[src/rtl/voice_allocator_if.sv]
// Signal bundle between a note source (master) and the voice allocator (slave).
// N sets the width of the per-voice vectors and must match the allocator's N.
interface voice_allocator_if #(
  parameter int N = 8
);
  logic           en;
  logic           clear;
  logic           note_on;
  logic           note_off;
  logic [6:0]     note;
  logic [6:0]     velocity;
  logic           sustain;
  logic [N-1:0]   voice_active;
  logic [N-1:0]   voice_start;
  logic [N-1:0]   voice_release;
  logic [N*7-1:0] voice_note;
  logic [N*7-1:0] voice_vel;
  logic           stolen;
  logic           dropped;

  modport master (
    output en, clear, note_on, note_off, note, velocity, sustain,
    input  voice_active, voice_start, voice_release, voice_note, voice_vel,
           stolen, dropped
  );

  modport slave (
    input  en, clear, note_on, note_off, note, velocity, sustain,
    output voice_active, voice_start, voice_release, voice_note, voice_vel,
           stolen, dropped
  );
endinterface

[src/rtl/voice_allocator.sv]
// Polyphonic voice allocator: maps MIDI note on/off events onto N voices with
// retrigger, free-voice, and oldest-voice-steal allocation plus sustain pedal handling.
module voice_allocator #(
  parameter int N     = 8,
  parameter int AGE_W = 8
) (
  input  logic             MHz10,
  input  logic             nrst,
  voice_allocator_if.slave bus
);
  localparam int IDX_W = (N > 1) ? $clog2(N) : 1;
  localparam logic [AGE_W-1:0] AGE_MAX = '1;

  logic [N-1:0]       r_active;
  logic [N-1:0]       r_held;
  logic [N-1:0]       r_sustained;
  logic [6:0]         r_note [N];
  logic [6:0]         r_vel  [N];
  logic [AGE_W-1:0]   r_age  [N];
  logic               r_sustainQ;
  logic [N-1:0]       r_start;
  logic [N-1:0]       r_release;
  logic               r_stolen;
  logic               r_dropped;

  logic               w_fall;
  logic               w_onValid;
  logic               w_offValid;
  logic [N-1:0]       w_fallRelease;
  logic [N-1:0]       w_postActive;
  logic [N-1:0]       w_postSustained;

  logic               w_hitFound;
  logic               w_freeFound;
  logic               w_offFound;
  logic [IDX_W-1:0]   w_hitIdx;
  logic [IDX_W-1:0]   w_freeIdx;
  logic [IDX_W-1:0]   w_oldIdx;
  logic [IDX_W-1:0]   w_offIdx;
  logic [IDX_W-1:0]   w_target;
  logic [AGE_W-1:0]   w_oldAge;

  logic [N-1:0]       w_activeNxt;
  logic [N-1:0]       w_heldNxt;
  logic [N-1:0]       w_sustainedNxt;
  logic [6:0]         w_noteNxt [N];
  logic [6:0]         w_velNxt  [N];
  logic [AGE_W-1:0]   w_ageNxt  [N];
  logic [N-1:0]       w_startNxt;
  logic [N-1:0]       w_releaseNxt;
  logic               w_stolenNxt;
  logic               w_droppedNxt;

  // Pedal releases are applied before allocation so freed voices are reusable this cycle.
  always_comb begin
    w_fall          = r_sustainQ & ~bus.sustain;
    w_fallRelease   = w_fall ? r_sustained : '0;
    w_postActive    = r_active & ~w_fallRelease;
    w_postSustained = r_sustained & ~w_fallRelease;
    w_onValid       = bus.note_on & (bus.velocity != 7'd0);
    w_offValid      = (bus.note_on & (bus.velocity == 7'd0)) | (bus.note_off & ~bus.note_on);
  end

  always_comb begin
    w_hitFound  = 1'b0;
    w_freeFound = 1'b0;
    w_offFound  = 1'b0;
    w_hitIdx    = '0;
    w_freeIdx   = '0;
    w_offIdx    = '0;
    w_oldIdx    = '0;
    w_oldAge    = r_age[0];
    for (int i = 0; i < N; i++) begin
      if (!w_hitFound && w_postActive[i] && (r_note[i] == bus.note)) begin
        w_hitFound = 1'b1;
        w_hitIdx   = IDX_W'(i);
      end
      if (!w_freeFound && !w_postActive[i]) begin
        w_freeFound = 1'b1;
        w_freeIdx   = IDX_W'(i);
      end
      if (!w_offFound && r_held[i] && (r_note[i] == bus.note)) begin
        w_offFound = 1'b1;
        w_offIdx   = IDX_W'(i);
      end
      // Strict compare keeps the lowest index on equal ages.
      if (r_age[i] > w_oldAge) begin
        w_oldAge = r_age[i];
        w_oldIdx = IDX_W'(i);
      end
    end
    w_target = w_hitFound ? w_hitIdx : (w_freeFound ? w_freeIdx : w_oldIdx);
  end

  always_comb begin
    w_activeNxt    = w_postActive;
    w_heldNxt      = r_held;
    w_sustainedNxt = w_postSustained;
    w_startNxt     = '0;
    w_releaseNxt   = w_fallRelease;
    w_stolenNxt    = w_onValid & ~w_hitFound & ~w_freeFound;
    w_droppedNxt   = bus.note_on & bus.note_off;
    for (int i = 0; i < N; i++) begin
      w_noteNxt[i] = r_note[i];
      w_velNxt[i]  = r_vel[i];
      w_ageNxt[i]  = r_age[i];
    end

    if (w_onValid) begin
      for (int i = 0; i < N; i++) begin
        if (IDX_W'(i) == w_target) begin
          w_activeNxt[i]    = 1'b1;
          w_heldNxt[i]      = 1'b1;
          w_sustainedNxt[i] = 1'b0;
          w_noteNxt[i]      = bus.note;
          w_velNxt[i]       = bus.velocity;
          w_ageNxt[i]       = '0;
          w_startNxt[i]     = 1'b1;
        end else if (w_postActive[i] && (r_age[i] != AGE_MAX)) begin
          w_ageNxt[i] = r_age[i] + 1'b1;
        end
      end
    end else if (w_offValid && w_offFound) begin
      for (int i = 0; i < N; i++) begin
        if (IDX_W'(i) == w_offIdx) begin
          w_heldNxt[i] = 1'b0;
          if (bus.sustain) begin
            w_sustainedNxt[i] = 1'b1;
          end else begin
            w_activeNxt[i]  = 1'b0;
            w_releaseNxt[i] = 1'b1;
          end
        end
      end
    end

    if (bus.clear) begin
      w_activeNxt    = '0;
      w_heldNxt      = '0;
      w_sustainedNxt = '0;
      w_startNxt     = '0;
      w_releaseNxt   = '0;
      w_stolenNxt    = 1'b0;
      w_droppedNxt   = 1'b0;
      for (int i = 0; i < N; i++) begin
        w_noteNxt[i] = '0;
        w_velNxt[i]  = '0;
        w_ageNxt[i]  = '0;
      end
    end
  end

  always_ff @(posedge MHz10 or negedge nrst) begin
    if (!nrst) begin
      r_active    <= '0;
      r_held      <= '0;
      r_sustained <= '0;
      r_sustainQ  <= 1'b0;
      r_start     <= '0;
      r_release   <= '0;
      r_stolen    <= 1'b0;
      r_dropped   <= 1'b0;
      for (int i = 0; i < N; i++) begin
        r_note[i] <= '0;
        r_vel[i]  <= '0;
        r_age[i]  <= '0;
      end
    end else if (bus.en) begin
      r_active    <= w_activeNxt;
      r_held      <= w_heldNxt;
      r_sustained <= w_sustainedNxt;
      r_sustainQ  <= bus.sustain;
      r_start     <= w_startNxt;
      r_release   <= w_releaseNxt;
      r_stolen    <= w_stolenNxt;
      r_dropped   <= w_droppedNxt;
      for (int i = 0; i < N; i++) begin
        r_note[i] <= w_noteNxt[i];
        r_vel[i]  <= w_velNxt[i];
        r_age[i]  <= w_ageNxt[i];
      end
    end else begin
      r_start   <= '0;
      r_release <= '0;
      r_stolen  <= 1'b0;
      r_dropped <= 1'b0;
    end
  end

  assign bus.voice_active  = r_active;
  assign bus.voice_start   = r_start;
  assign bus.voice_release = r_release;
  assign bus.stolen        = r_stolen;
  assign bus.dropped       = r_dropped;

  for (genvar g = 0; g < N; g++) begin : g_pack
    assign bus.voice_note[g*7 +: 7] = r_note[g];
    assign bus.voice_vel[g*7 +: 7]  = r_vel[g];
  end
endmodule
[src/flat_wrapper.sv]
// flat-port wrapper written by rule: the top's interface ports become plain ports
module voice_allocator_flat 
#(
  parameter int N     = 8,
  parameter int AGE_W = 8
)
  (MHz10, nrst, bus_en, bus_clear, bus_note_on, bus_note_off, bus_note, bus_velocity, bus_sustain, bus_voice_active, bus_voice_start, bus_voice_release, bus_voice_note, bus_voice_vel, bus_stolen, bus_dropped);
  voice_allocator_if #(.N(N)) bus_i ();
  input  logic MHz10;
  input  logic nrst;
  input wire logic [$bits(bus_i.en)-1:0] bus_en;
  input wire logic [$bits(bus_i.clear)-1:0] bus_clear;
  input wire logic [$bits(bus_i.note_on)-1:0] bus_note_on;
  input wire logic [$bits(bus_i.note_off)-1:0] bus_note_off;
  input wire logic [$bits(bus_i.note)-1:0] bus_note;
  input wire logic [$bits(bus_i.velocity)-1:0] bus_velocity;
  input wire logic [$bits(bus_i.sustain)-1:0] bus_sustain;
  output wire logic [$bits(bus_i.voice_active)-1:0] bus_voice_active;
  output wire logic [$bits(bus_i.voice_start)-1:0] bus_voice_start;
  output wire logic [$bits(bus_i.voice_release)-1:0] bus_voice_release;
  output wire logic [$bits(bus_i.voice_note)-1:0] bus_voice_note;
  output wire logic [$bits(bus_i.voice_vel)-1:0] bus_voice_vel;
  output wire logic [$bits(bus_i.stolen)-1:0] bus_stolen;
  output wire logic [$bits(bus_i.dropped)-1:0] bus_dropped;
  assign bus_i.en = bus_en;
  assign bus_i.clear = bus_clear;
  assign bus_i.note_on = bus_note_on;
  assign bus_i.note_off = bus_note_off;
  assign bus_i.note = bus_note;
  assign bus_i.velocity = bus_velocity;
  assign bus_i.sustain = bus_sustain;
  assign bus_voice_active = bus_i.voice_active;
  assign bus_voice_start = bus_i.voice_start;
  assign bus_voice_release = bus_i.voice_release;
  assign bus_voice_note = bus_i.voice_note;
  assign bus_voice_vel = bus_i.voice_vel;
  assign bus_stolen = bus_i.stolen;
  assign bus_dropped = bus_i.dropped;
  voice_allocator #(.N(N), .AGE_W(AGE_W)) u_core (.MHz10(MHz10), .nrst(nrst), .bus(bus_i));
endmodule
[config.mk]
export PLATFORM = sky130hd
export DESIGN_NAME = voice_allocator_flat
export DESIGN_NICKNAME = d
export VERILOG_FILES = /design/src/rtl/voice_allocator_if.sv /design/src/rtl/voice_allocator.sv /design/src/flat_wrapper.sv
export SDC_FILE = /design/constraint.sdc
export NUM_CORES = 1
export LEC_CHECK = 0
export ABC_AREA = 1
export ABC_CLOCK_PERIOD_IN_PS = 24000
export CORE_MARGIN = 1.5
export CORE_UTILIZATION = 60
export CTS_CLUSTER_SIZE = 24
export DETAILED_ROUTE_END_ITERATION = 16
export PLACE_DENSITY = 0.88
export REMOVE_ABC_BUFFERS = 1
export SLEW_MARGIN = 30
export SYNTH_ARGS = -nofsm -noshare
export SYNTH_HDL_FRONTEND = slang
export SYNTH_SLANG_ARGS = --single-unit
[constraint.sdc]
create_clock -name MHz10 -period 24 [get_ports MHz10]
set_clock_uncertainty 0.2 [all_clocks]
set_input_delay 2.4 -clock MHz10 [delete_from_list [all_inputs] [get_ports MHz10]]
set_output_delay 2.4 -clock MHz10 [all_outputs]
set_load 0.03 [all_outputs]
==> results.toml <==
[status]
outcome = "finished clean"

[floorplanning]
ios = 159
die-area_um2 = 22400
die_w_um = 150
fp-row-count = 53
initial_core_util_pct = 61.3
fp.coreArea_um2 = 21100
die_h_um = 150

[synthesis]
synth_area_leaders = "dfrtp_1, nand2_1, ha_1"
synth-edff-count = 0
synthDistinctLibCells = 48
netlist_area_um2 = 12900
ys_warn_count = 0
synth_common_cells = "nand2_1, dfrtp_1, nor2_1"
yosysTopAreaCell = "dfrtp_1"
synth_top_area_share_pct = 42.4
synthArstFlopShare_pct = 100
synthCells = 1636
avgSynthCellArea_um2 = 7.90
yosysSeqAreaShare_pct = 42.4
synth-seq-cells = 219
synth_most_common_cell = "nand2_1"
synth_flop_cell = "dfrtp_1"

[timing]
worst_pin_slew_ps = 1020
setup_tns_ps = 0
max_slew_margin_pct = 31.7
hold_viol_final = 0
grt_setup_unrepaired = "no"
fin_crit_ps = 11270
setup_viol = 0
max_freq_mhz = 88.7
fin_crit_sh_pct = 47.0
finalMaxSlewViolations = 0

[detailed_routing]
drc = 0
detail-route-antenna-nets = 0
firstDrtPassIters = 5
wl_per_cell_um = 18.1
initialDrtViolationCount = 915
viasPerCell = 5.75
drt_wl_total_um = 37300
vias = 11900

[place]
port_buffers = 158
gp_congestion = 0.964
dpl.hpwl_um = 26400

[clock_tree]
hold_buffers = 0
clock-sinks = 219
clk_latency_ps = 540
htreeDepth = 1
cts_buffers = 24
cts_setup_buffers = 0
path_clk_slew_ps = 60
post_cts_resized = 0
cts_tree = "built"
cts_buffer_depth = 3
clockRootBuffer = "clkbuf_16"

[worst_hold_path]
hp-class = "reg -> reg"

[global_routing]
grt_pass1_vias = 11700
antenna_found_initial = 0
gr-total-overflow = 0
grt_pass1_wl_um = 59500
gr-usage-all-layers_pct = 33.6
grt_start_max_net_pins = 84

[final_layout]
nNetsFinal = 1854
antennaDiodeCount = 0
fin_util_pct = 73.3
drive_gt1_share_pct = 6.10
area_delta_synth_final_pct = 19.6

[flow_run]
cap_violations = 0

[critical_path]
slowest_stage = "nand2_2"
start_kind = "register"
path_max_fanout = 29
max_stage_delay_ps = 520
crit_path_end_kind = "register"
required_ps = 24210
critPathBufInv = 6
critPathTopFamily = "simple AND/OR/NAND/NOR gates"
cpMostUsedCell = "nand2_1"
critical_path_arrival_ps = 11480
crit_type = "reg -> reg"
-- worst register-to-register path, delay by kind of cell (launching register included) --
kind	cells	cell delay, ps
compound gates	14	2870
flops	1	460
simple gates	40	5010
fa+ha+maj	7	2210
buf+inv	6	420
-- sequential cells by signal, summed over array words and instances, names as in the netlist --
signal,flops
u_core.bus.dropped,1
u_core.bus.voice_active,8
u_core.bus.voice_release,8
u_core.bus.voice_note,56
u_core.r_sustainQ,1
u_core.r_age,64
u_core.r_held,8
u_core.bus.stolen,1
u_core.bus.voice_vel,56
u_core.bus.voice_start,8
u_core.r_sustained,8
-- routing by layer --
layer  global-route usage [%]  up-vias  wire [µm]
li1                         -     5634          -
met4                     11.1        0       1000
met5                        0        -          0
met3                     9.12       95       3490
met1                     43.1     5646      15200
met2                     55.1      479      17600
-- metrics by stage --
| step | hold WS [ps] | instance area, µm² | setup WS (ps) | std cells |
|---|---|---|---|---|
| 3_3_place_gp | 270 | 14600 | 13010 | 2021 |
| 4_1_cts | 292 | 15500 | 12580 | 2063 |
| 6_report | 290 | 15500 | 12730 | 2063 |
| 2_1_floorplan | 267 | 12600 | 14450 | 1584 |
| 5_1_grt | 315 | 15500 | 11620 | 2063 |
| 3_5_place_dp | 278 | 14600 | 12720 | 2022 |
-- path summary, 6_finish.rpt --
kind                                                from                        end  slack (ps)  cells past startpoint
worst max-delay path                    u_core.r_age[58]           u_core.r_age[18]       12730                     67
worst min-delay path            u_core.bus.voice_vel[14]   u_core.bus.voice_vel[14]         290                      2
worst max register to register          u_core.r_age[58]           u_core.r_age[18]       12730                     67
worst min register to register  u_core.bus.voice_vel[14]   u_core.bus.voice_vel[14]         290                      2
max in group asynchronous                           nrst  u_core.bus.voice_start[5]       20530                      3
min in group asynchronous                           nrst           u_core.r_age[35]        1600                      1
-- logic make-up (layout without fill, tap and decap cells) --
| group | count (synthesis) | in the layout | synth area share (%) |
|---|---|---|---|
| DFF | 219 | 219 | 42.4 |
| buffers and inverters | 164 | 316 | 5.75 |
| xor gates and xnor gates | 100 | 100 | 6.78 |
| adders and majority gates | 60 | 60 | 5.81 |
| AOI/OAI and AO/OA | 266 | 266 | 11.2 |
| and+or+nand+nor | 827 | 827 | 28.1 |
-- cell usage in the layout, fill, tap and decap left out, types with 3 or more instances in the layout --
cell type        instances
nand3_2                  5
nand3b_1                24
nand2_1                507
o21ai_1                110
clkbuf_16               25
o31ai_1                  3
o22ai_1                  4
nor4_1                   7
a31oi_1                  7
nand4_2                  4
bufinv_16                6
o21bai_1                 4
clkdlybuf4s50_1        157
nand2_4                  9
o21ai_2                  5
xnor2_1                 43
clkbuf_1                 5
a22oi_1                  5
nand3_1                 67
ha_1                    60
dfrtp_1                219
nor2_1                 134
xor2_1                  57
nor3_1                   4
a211oi_1                 5
o21ai_0                 65
inv_2                    4
or2_2                    3
buf_4                    3
inv_1                  108
nand4_1                 24
nand2_2                 31
a21oi_1                 49
-- area by class of cell --
type                       count  area (µm²)
multi-input combinational   1253        6710
sequential                   219        5480
fill                        1544        5630
timing repair buffer         163        1650
clock inverter                11         215
clock buffer                  30         644
inverter                     112         420
tap                          275         344
Power is not shown: default switching activity piles up to over one toggle a cycle in this logic, so the estimate is an artifact.
